`src/rtl/fetch_queue.sv`:
```
// fetch_queue: instruction prefetch buffer feeding the F stage.
// Issues sequential word fetches over a req/ack handshake, buffers returned
// {pc, instr} pairs in a small FIFO, presents the head to the F stage, and
// flushes/restarts on a D-stage redirect.
// Ports:
//   clk          rising-edge clock
//   reset        asynchronous active-low reset
//   imem_req     fetch request, held until imem_ack
//   imem_addr    address of the outstanding request
//   imem_ack     one-cycle response strobe, imem_rdata valid
//   imem_rdata   returned instruction word
//   Stall        F stage cannot accept the head this cycle
//   valid_F      head entry valid
//   instr_F      head instruction (zero when empty)
//   PC_F         head PC (zero when empty)
//   redirect     D-stage redirect request
//   redirect_pc  new fetch PC, word aligned

package fetch_queue_pkg;

    // One buffered fetch: PC of the word plus the returned instruction.
    typedef struct packed {
        logic [31:0] pc;
        logic [31:0] instr;
    } fq_entry_t;

endpackage

module fetch_queue
    import fetch_queue_pkg::*;
#(
    parameter int unsigned DEPTH    = 4,
    parameter logic [31:0] RESET_PC = 32'h0000_3000
) (
    input  logic        clk,
    input  logic        reset,
    output logic        imem_req,
    output logic [31:0] imem_addr,
    input  logic        imem_ack,
    input  logic [31:0] imem_rdata,
    input  logic        Stall,
    output logic        valid_F,
    output logic [31:0] instr_F,
    output logic [31:0] PC_F,
    input  logic        redirect,
    input  logic [31:0] redirect_pc
);

    localparam int unsigned PTR_W = $clog2(DEPTH);
    localparam int unsigned CNT_W = $clog2(DEPTH + 1);
    localparam logic [CNT_W:0] DEPTH_V = (CNT_W + 1)'(DEPTH);

    // IDLE: no request outstanding; WAIT: request whose data will be kept;
    // DROP: request still outstanding whose data must be discarded.
    typedef enum logic [1:0] {
        S_IDLE = 2'd0,
        S_WAIT = 2'd1,
        S_DROP = 2'd2
    } state_t;

    state_t            state;
    state_t            state_next;

    fq_entry_t         mem [DEPTH];
    logic [PTR_W-1:0]  rd_ptr;
    logic [PTR_W-1:0]  wr_ptr;
    logic [CNT_W-1:0]  count;
    logic [31:0]       fpc;
    logic [31:0]       req_pc;

    logic              head_valid;
    logic              pop;
    logic              push;
    logic              room;
    logic              issue;
    logic [CNT_W:0]    count_after;

    // Handshake qualifiers; room is judged on the occupancy after this edge
    // so a request is only issued when its data is guaranteed a slot.
    always_comb begin
        head_valid  = (count != '0);
        pop         = head_valid && !Stall;
        push        = (state == S_WAIT) && imem_ack && !redirect;
        count_after = (CNT_W + 1)'(count) + (CNT_W + 1)'(push) - (CNT_W + 1)'(pop);
        room        = (count_after < DEPTH_V);
    end

    // State register.
    always_ff @(posedge clk or negedge reset) begin
        if (!reset) begin
            state <= S_IDLE;
        end else begin
            state <= state_next;
        end
    end

    // Next-state logic; issue marks a new request launched at this edge.
    always_comb begin
        state_next = state;
        issue      = 1'b0;
        case (state)
            S_IDLE: begin
                if (room && !redirect) begin
                    state_next = S_WAIT;
                    issue      = 1'b1;
                end
            end
            S_WAIT: begin
                if (redirect) begin
                    // A request in flight cannot be withdrawn: wait it out in DROP.
                    state_next = imem_ack ? S_IDLE : S_DROP;
                end else if (imem_ack) begin
                    if (room) begin
                        issue = 1'b1;
                    end else begin
                        state_next = S_IDLE;
                    end
                end
            end
            S_DROP: begin
                if (imem_ack) begin
                    state_next = S_IDLE;
                end
            end
            default: begin
                state_next = S_IDLE;
            end
        endcase
    end

    // Output logic: all driven from registered state only.
    always_comb begin
        fq_entry_t head;
        head      = mem[rd_ptr];
        imem_req  = (state == S_WAIT) || (state == S_DROP);
        imem_addr = req_pc;
        valid_F   = head_valid;
        instr_F   = 32'h0;
        PC_F      = 32'h0;
        if (head_valid) begin
            instr_F = head.instr;
            PC_F    = head.pc;
        end
    end

    // Fetch PC, request PC and FIFO bookkeeping. A redirect flushes after the
    // head pop, so the delay-slot instruction is consumed, not replayed.
    always_ff @(posedge clk or negedge reset) begin
        if (!reset) begin
            fpc    <= RESET_PC;
            req_pc <= 32'h0;
            count  <= '0;
            rd_ptr <= '0;
            wr_ptr <= '0;
        end else if (redirect) begin
            fpc    <= redirect_pc;
            count  <= '0;
            rd_ptr <= '0;
            wr_ptr <= '0;
        end else begin
            if (issue) begin
                req_pc <= fpc;
                fpc    <= fpc + 32'd4;
            end
            count <= CNT_W'(count_after);
            if (push) begin
                wr_ptr <= wr_ptr + PTR_W'(1);
            end
            if (pop) begin
                rd_ptr <= rd_ptr + PTR_W'(1);
            end
        end
    end

    // FIFO storage; contents are only observed through count, so no reset.
    always_ff @(posedge clk) begin
        if (push) begin
            mem[wr_ptr] <= '{pc: req_pc, instr: imem_rdata};
        end
    end

    // The outstanding address must not move until the memory answers.
    addr_stable_a: assert property (@(posedge clk) disable iff (!reset)
        (imem_req && !imem_ack) |=> (imem_req && $stable(imem_addr)));

    count_bound_a: assert property (@(posedge clk) disable iff (!reset)
        count <= CNT_W'(DEPTH));

endmodule

```
`config.mk`:
```
export PLATFORM = sky130hd
export DESIGN_NAME = fetch_queue
export DESIGN_NICKNAME = d
export VERILOG_FILES = /design/src/rtl/fetch_queue.sv
export SDC_FILE = /design/constraint.sdc
export NUM_CORES = 1
export LEC_CHECK = 0
export ABC_AREA = 1
export BUFFER_PORTS_ARGS = -buffer_cell sky130_fd_sc_hd__clkbuf_2
export CAP_MARGIN = 20
export CELL_PAD_IN_SITES_DETAIL_PLACEMENT = 1
export CELL_PAD_IN_SITES_GLOBAL_PLACEMENT = 2
export CORE_ASPECT_RATIO = 1.1
export CORE_MARGIN = 3
export CORE_UTILIZATION = 26
export DETAILED_ROUTE_END_ITERATION = 16
export HOLD_SLACK_MARGIN = 0.02
export PLACE_DENSITY_LB_ADDON = 0.1
export SYNTH_ARGS = -nofsm -noshare
export SYNTH_HDL_FRONTEND = slang
export SYNTH_SLANG_ARGS = --single-unit
```
`constraint.sdc`:
```
create_clock -name clk -period 4.4 [get_ports clk]
set_input_delay 0.88 -clock clk [delete_from_list [all_inputs] [get_ports clk]]
set_output_delay 0.88 -clock clk [all_outputs]
set_load 0.02 [all_outputs]
```
Word level (Yosys, flattened, before mapping)
Memories as Yosys holds them, arrays and structs flattened. Index checks and enable logic that the tools add are counted.

$add $sub $neg: 5. Order comparisons: 1. Equal/unequal tests: 6. Muxes and demuxes: 23. Bitwise gates (word level): 1. Reduce and logical (&&, ||, !) cells: 14.

Operators with widths (number): 32-bit 2-to-1 mux (4); 32-bit by 3-bit adder with 32-bit output (second input constant) (1); 2-bit 2-to-1 mux (10); 1-bit 2-to-1 mux (6); 3-bit inequality test (second input constant) (2); 2-bit one-hot mux with 3 select lines (1); 2-bit nonzero test (3); 2-bit by 1-bit adder with 2-bit output (second input constant) (2); 3-bit by 1-bit adder with 4-bit output (1); 1-bit logical AND (4); 4-bit by 3-bit < comparator with 1-bit output (second input constant) (1); 2-bit inequality test (second input constant) (2); 4-bit AND reduction (1); 4-bit by 1-bit subtractor with 4-bit output (1); 3-bit 2-to-1 mux (1); 3-bit nonzero test (1); 2-bit by 1-bit equality test with 1-bit output (second input constant) (1); 2-bit equality test (second input constant) (1); 1-bit zero test (2); 2-bit zero test (1); 1-bit one-hot mux with 2 select lines (1); 2-bit AND reduction (1); 1-bit logical OR (1); 1-bit inverter (1).

Flip-flop bits (word level): 73. Bits in writable memories: 256. Input bits: 69. Output and inout bits: 98. Memories kept: 1.

Memory list: mem (depth 4, bits a word 64, rd ports 1, clocked after Yosys merged registers in 0, wr ports 1, line 64) `fq_entry_t mem [DEPTH];`.

Depth between registers and ports, before layout
Depth in word-level cells: 12. Gate-level depth with buffers: 19.

Worst setup path after synthesis
No wires, ideal clock.

Path type: input-to-reg. Start: input port redirect. End: memory mem[0][0] in the netlist's numbering, enable pin. Setup time: 0.486 ns. Arrival: 3.969 ns. Slack: -0.055 ns. Stages on the path: 4. Path buffers: 1. Cell sequence: buf_2 > inv_2 > nand2_1 > nor2_1.

Longest elaborated chain between the ends: 4.

RTL lines: start, declared (line 45) `input logic redirect,`; 1-bit zero test (line 83) `push = (state == S_WAIT) && imem_ack && !redirect;`; 1-bit logical AND (line 83); 1-bit 2-to-1 mux (line 177) `if (push) begin`; 1-bit 2-to-1 mux (implied by the code) (line 178) `mem[wr_ptr] <= '{pc: req_pc, instr: imem_rdata};`; end, declared (line 64).

Every way passes these cells.

Worst setup path in the final report
Start: register rd_ptr[0]. End: output port PC_F[15].

Longest elaborated chain between the ends: 2.

RTL lines: start, declared (line 65) `logic [PTR_W-1:0] rd_ptr;`; start signal, assigned (line 170) `rd_ptr <= rd_ptr + PTR_W'(1);`; memory 4 x 64 bit; 32-bit 2-to-1 mux (line 140) `if (head_valid) begin`; end, declared (line 44) `output logic [31:0] PC_F,`.

Every way passes these cells.

==> impl_metrics.env <==
export IMPL_port_buffer_count=166
export IMPL_hold_violations=0
export IMPL_grt_max_degree=65
export IMPL_clk_latency_ps=550
export IMPL_htree_levels=2
export IMPL_dr_first_iter_drc_count=372
export IMPL_layout_drive_gt1_share_pct=18.6
export IMPL_stdcell_count=2273
export IMPL_powerDensity_nw_per_um2=673
export IMPL_start_kind="register"
export IMPL_path_clk_slew_ps=60
export IMPL_syn2layout_area_growth_pct=20.1
export IMPL_max_freq_mhz=274
export IMPL_synth_cell_types=33
export IMPL_fin_nets=1599
export IMPL_postCtsSetupBuffers=0
export IMPL_fp_dieArea_um2=57400
export IMPL_worstMarginPinSlew_ps=995
export IMPL_arrival_ps=2770
export IMPL_synth_cells=1360
export IMPL_fin_worst_skew_ps=18.8
export IMPL_worst_hold_path_type="input port to async pin"
export IMPL_dp_hpwl_um=26700
export IMPL_chipWidth_um=229
export IMPL_setup_tns_final_ps=0
export IMPL_rsz0062_at_grt="no"
export IMPL_gr_total_overflow=0
export IMPL_synth_area_top_cells="edfxtp_1 54%, dfrtp_1 13%, nor2_1 8.4%"
export IMPL_synth_seq_area_share_pct=67.0
export IMPL_num_rows=89
export IMPL_final_area_um2=17100
export IMPL_cts_resized=0
export IMPL_post_place_ws_ps=643
export IMPL_yosysTopAreaCell="edfxtp_1"
export IMPL_core_area_um2=53800
export IMPL_grt_pass1_wl_um=65700
export IMPL_syn_num_nets=1442
export IMPL_clock_sinks=329
export IMPL_vdd_drop_max_mv=0.370
export IMPL_layout_setup_ws_ps=749
export IMPL_drc=0
export IMPL_drtPass1Iterations=4
export IMPL_max_cap_violations=0
export IMPL_outcome="finished clean"
export IMPL_root_buffer="clkbuf_16"
export IMPL_via_count=10100
export IMPL_vias_per_cell=4.44
export IMPL_worstSetupPathType="register to output pin"
export IMPL_yosys_warnings=0
export IMPL_insertedDiodeCount=0
export IMPL_path_max_fanout=58
export IMPL_fp_dieH_um=251
export IMPL_synth_area_um2=14200
export IMPL_grt_pass1_vias=10600
export IMPL_min_period_over_period_pct=83.0
export IMPL_tritoncts="built"
export IMPL_cts_hold_buf=0
export IMPL_wirelength_um=43300
export IMPL_start_util_pct=26.4
export IMPL_io_pins=167
export IMPL_leakage_nw=6.64
export IMPL_crit_path_end_kind="output pin"
export IMPL_wl_per_cell_um=19.0
export IMPL_syn_area_per_cell_um2=10.4
export IMPL_ant_nets=0
export IMPL_gp_congestion=0.741
export IMPL_grt_util_all_layers_pct=14.9
export IMPL_critical_path_required_ps=3520
export IMPL_slew_headroom_pct=33.7
export IMPL_finalSetupViolCount=0
export IMPL_place_area_um2=15800
export IMPL_synth_top_area_share_pct=54.1
export IMPL_antenna_found_initial=0
export IMPL_dp_cells=2204
export IMPL_cts_made_buffers=39
export IMPL_min_period_ps=3650
export IMPL_synth_seq_cells=329
export IMPL_clock_path_buffers=3
export IMPL_final_max_slew_viol_count=0
## cells in the mapped netlist (all sizes together)
library cell	instances
a32o	1
ha	12
nand4	5
a21oi	67
nand3b	1
clkbuf	24
xnor2	3
dfstp	2
nor3	1
a21boi	6
nand2	239
o21ai	166
fa	1
nor2	325
nand3	66
dfrtp	71
o21bai	2
xor2	3
inv	63
edfxtp	256
buf	46
## cells in the final DEF (no fill, tap or decap), drive strengths merged
| cell | instances |
|---|---|
| inv | 63 |
| nand3 | 66 |
| dfstp | 2 |
| xnor2 | 3 |
| ha | 12 |
| clkbuf | 212 |
| clkinvlp | 1 |
| o21bai | 2 |
| dfrtp | 71 |
| nor2 | 325 |
| edfxtp | 256 |
| xor2 | 3 |
| nand3b | 1 |
| o21ai | 166 |
| bufinv | 2 |
| nand2 | 239 |
| fa | 1 |
| a21boi | 6 |
| a21oi | 67 |
| a32o | 1 |
| clkinv | 19 |
| nand4 | 5 |
| buf | 21 |
| nor3 | 1 |
## stage by stage
| step | hold slack (ps) | power (mW) | utilization [%] |
|---|---|---|---|
| CTS | 413 | 11.8 | 31.7 |
| global route | 446 | 12.3 | 31.7 |
| finish | 412 | 11.5 | 31.7 |
| detailed placement | 502 | 8.60 | 29.4 |
| floorplan | 467 | 6.99 | - |
| global placement | 490 | 8.55 | 29.4 |
## sequential cells by signal, summed over array words and instances, names as in the netlist
name and flops:
wr_ptr 2, mem 256, fpc 32, state 2, count 3, rd_ptr 2, imem_addr 32
## worst max-delay path, cell delays in order, from the launching register on
cell and delay, ps:
dfrtp_4 590, buf_4 620, nor2_1 110, nor2_1 130, o21ai_0 110, a21oi_1 390
clkbuf_2 250
## cell type report
class	count	area (µm²)
repair buffers	186	1050
clock buffers	47	1060
flip-flops and latches	329	9520
well taps	728	911
fillers	6108	36700
clock inverters	22	158
multi-input cells	898	4120
inverters	63	239
## logic make-up (layout without fill, tap and decap cells)
family | count (synthesis) | in the layout | synth area share [%]
AOI/OAI and AO/OA | 242 | 242 | 9.24
buffers and inverters | 133 | 318 | 4.24
DFF | 329 | 329 | 67.0
xor gates and xnor gates | 6 | 6 | 0.370
adders and majority gates | 13 | 13 | 1.20
and+or+nand+nor | 637 | 637 | 17.9
## routing by layer
| metal | wire length (µm) | GRT usage, % | part of all wire [%] |
|---|---|---|---|
| met2 | 21300 | 26.0 | 49 |
| met4 | 834 | 3.59 | 1.9 |
| met3 | 1490 | 2.67 | 3.4 |
| met5 | 0 | 0 | 0 |
| met1 | 19700 | 19.4 | 45 |
## where the power goes
group / internal (mW) / switching [mW]
clock: 1.82 / 1.26
sequential: 3.93 / 0.547
combinational: 1.10 / 2.82
total: 6.85 / 4.63
## final timing paths
check,startpoint,endpoint,slack (ps),cells past startpoint
max in group asynchronous,reset,fpc[11],3160,2
min in group clk,fpc[12],fpc[12],510,2
worst min-delay path,reset,fpc[19],410,1
worst min register to register,fpc[12],fpc[12],510,2
worst max-delay path,rd_ptr[0],PC_F[15],750,6
worst max register to register,state[1],fpc[31],990,17
No activity file was read; power rests on OpenSTA's default activity.
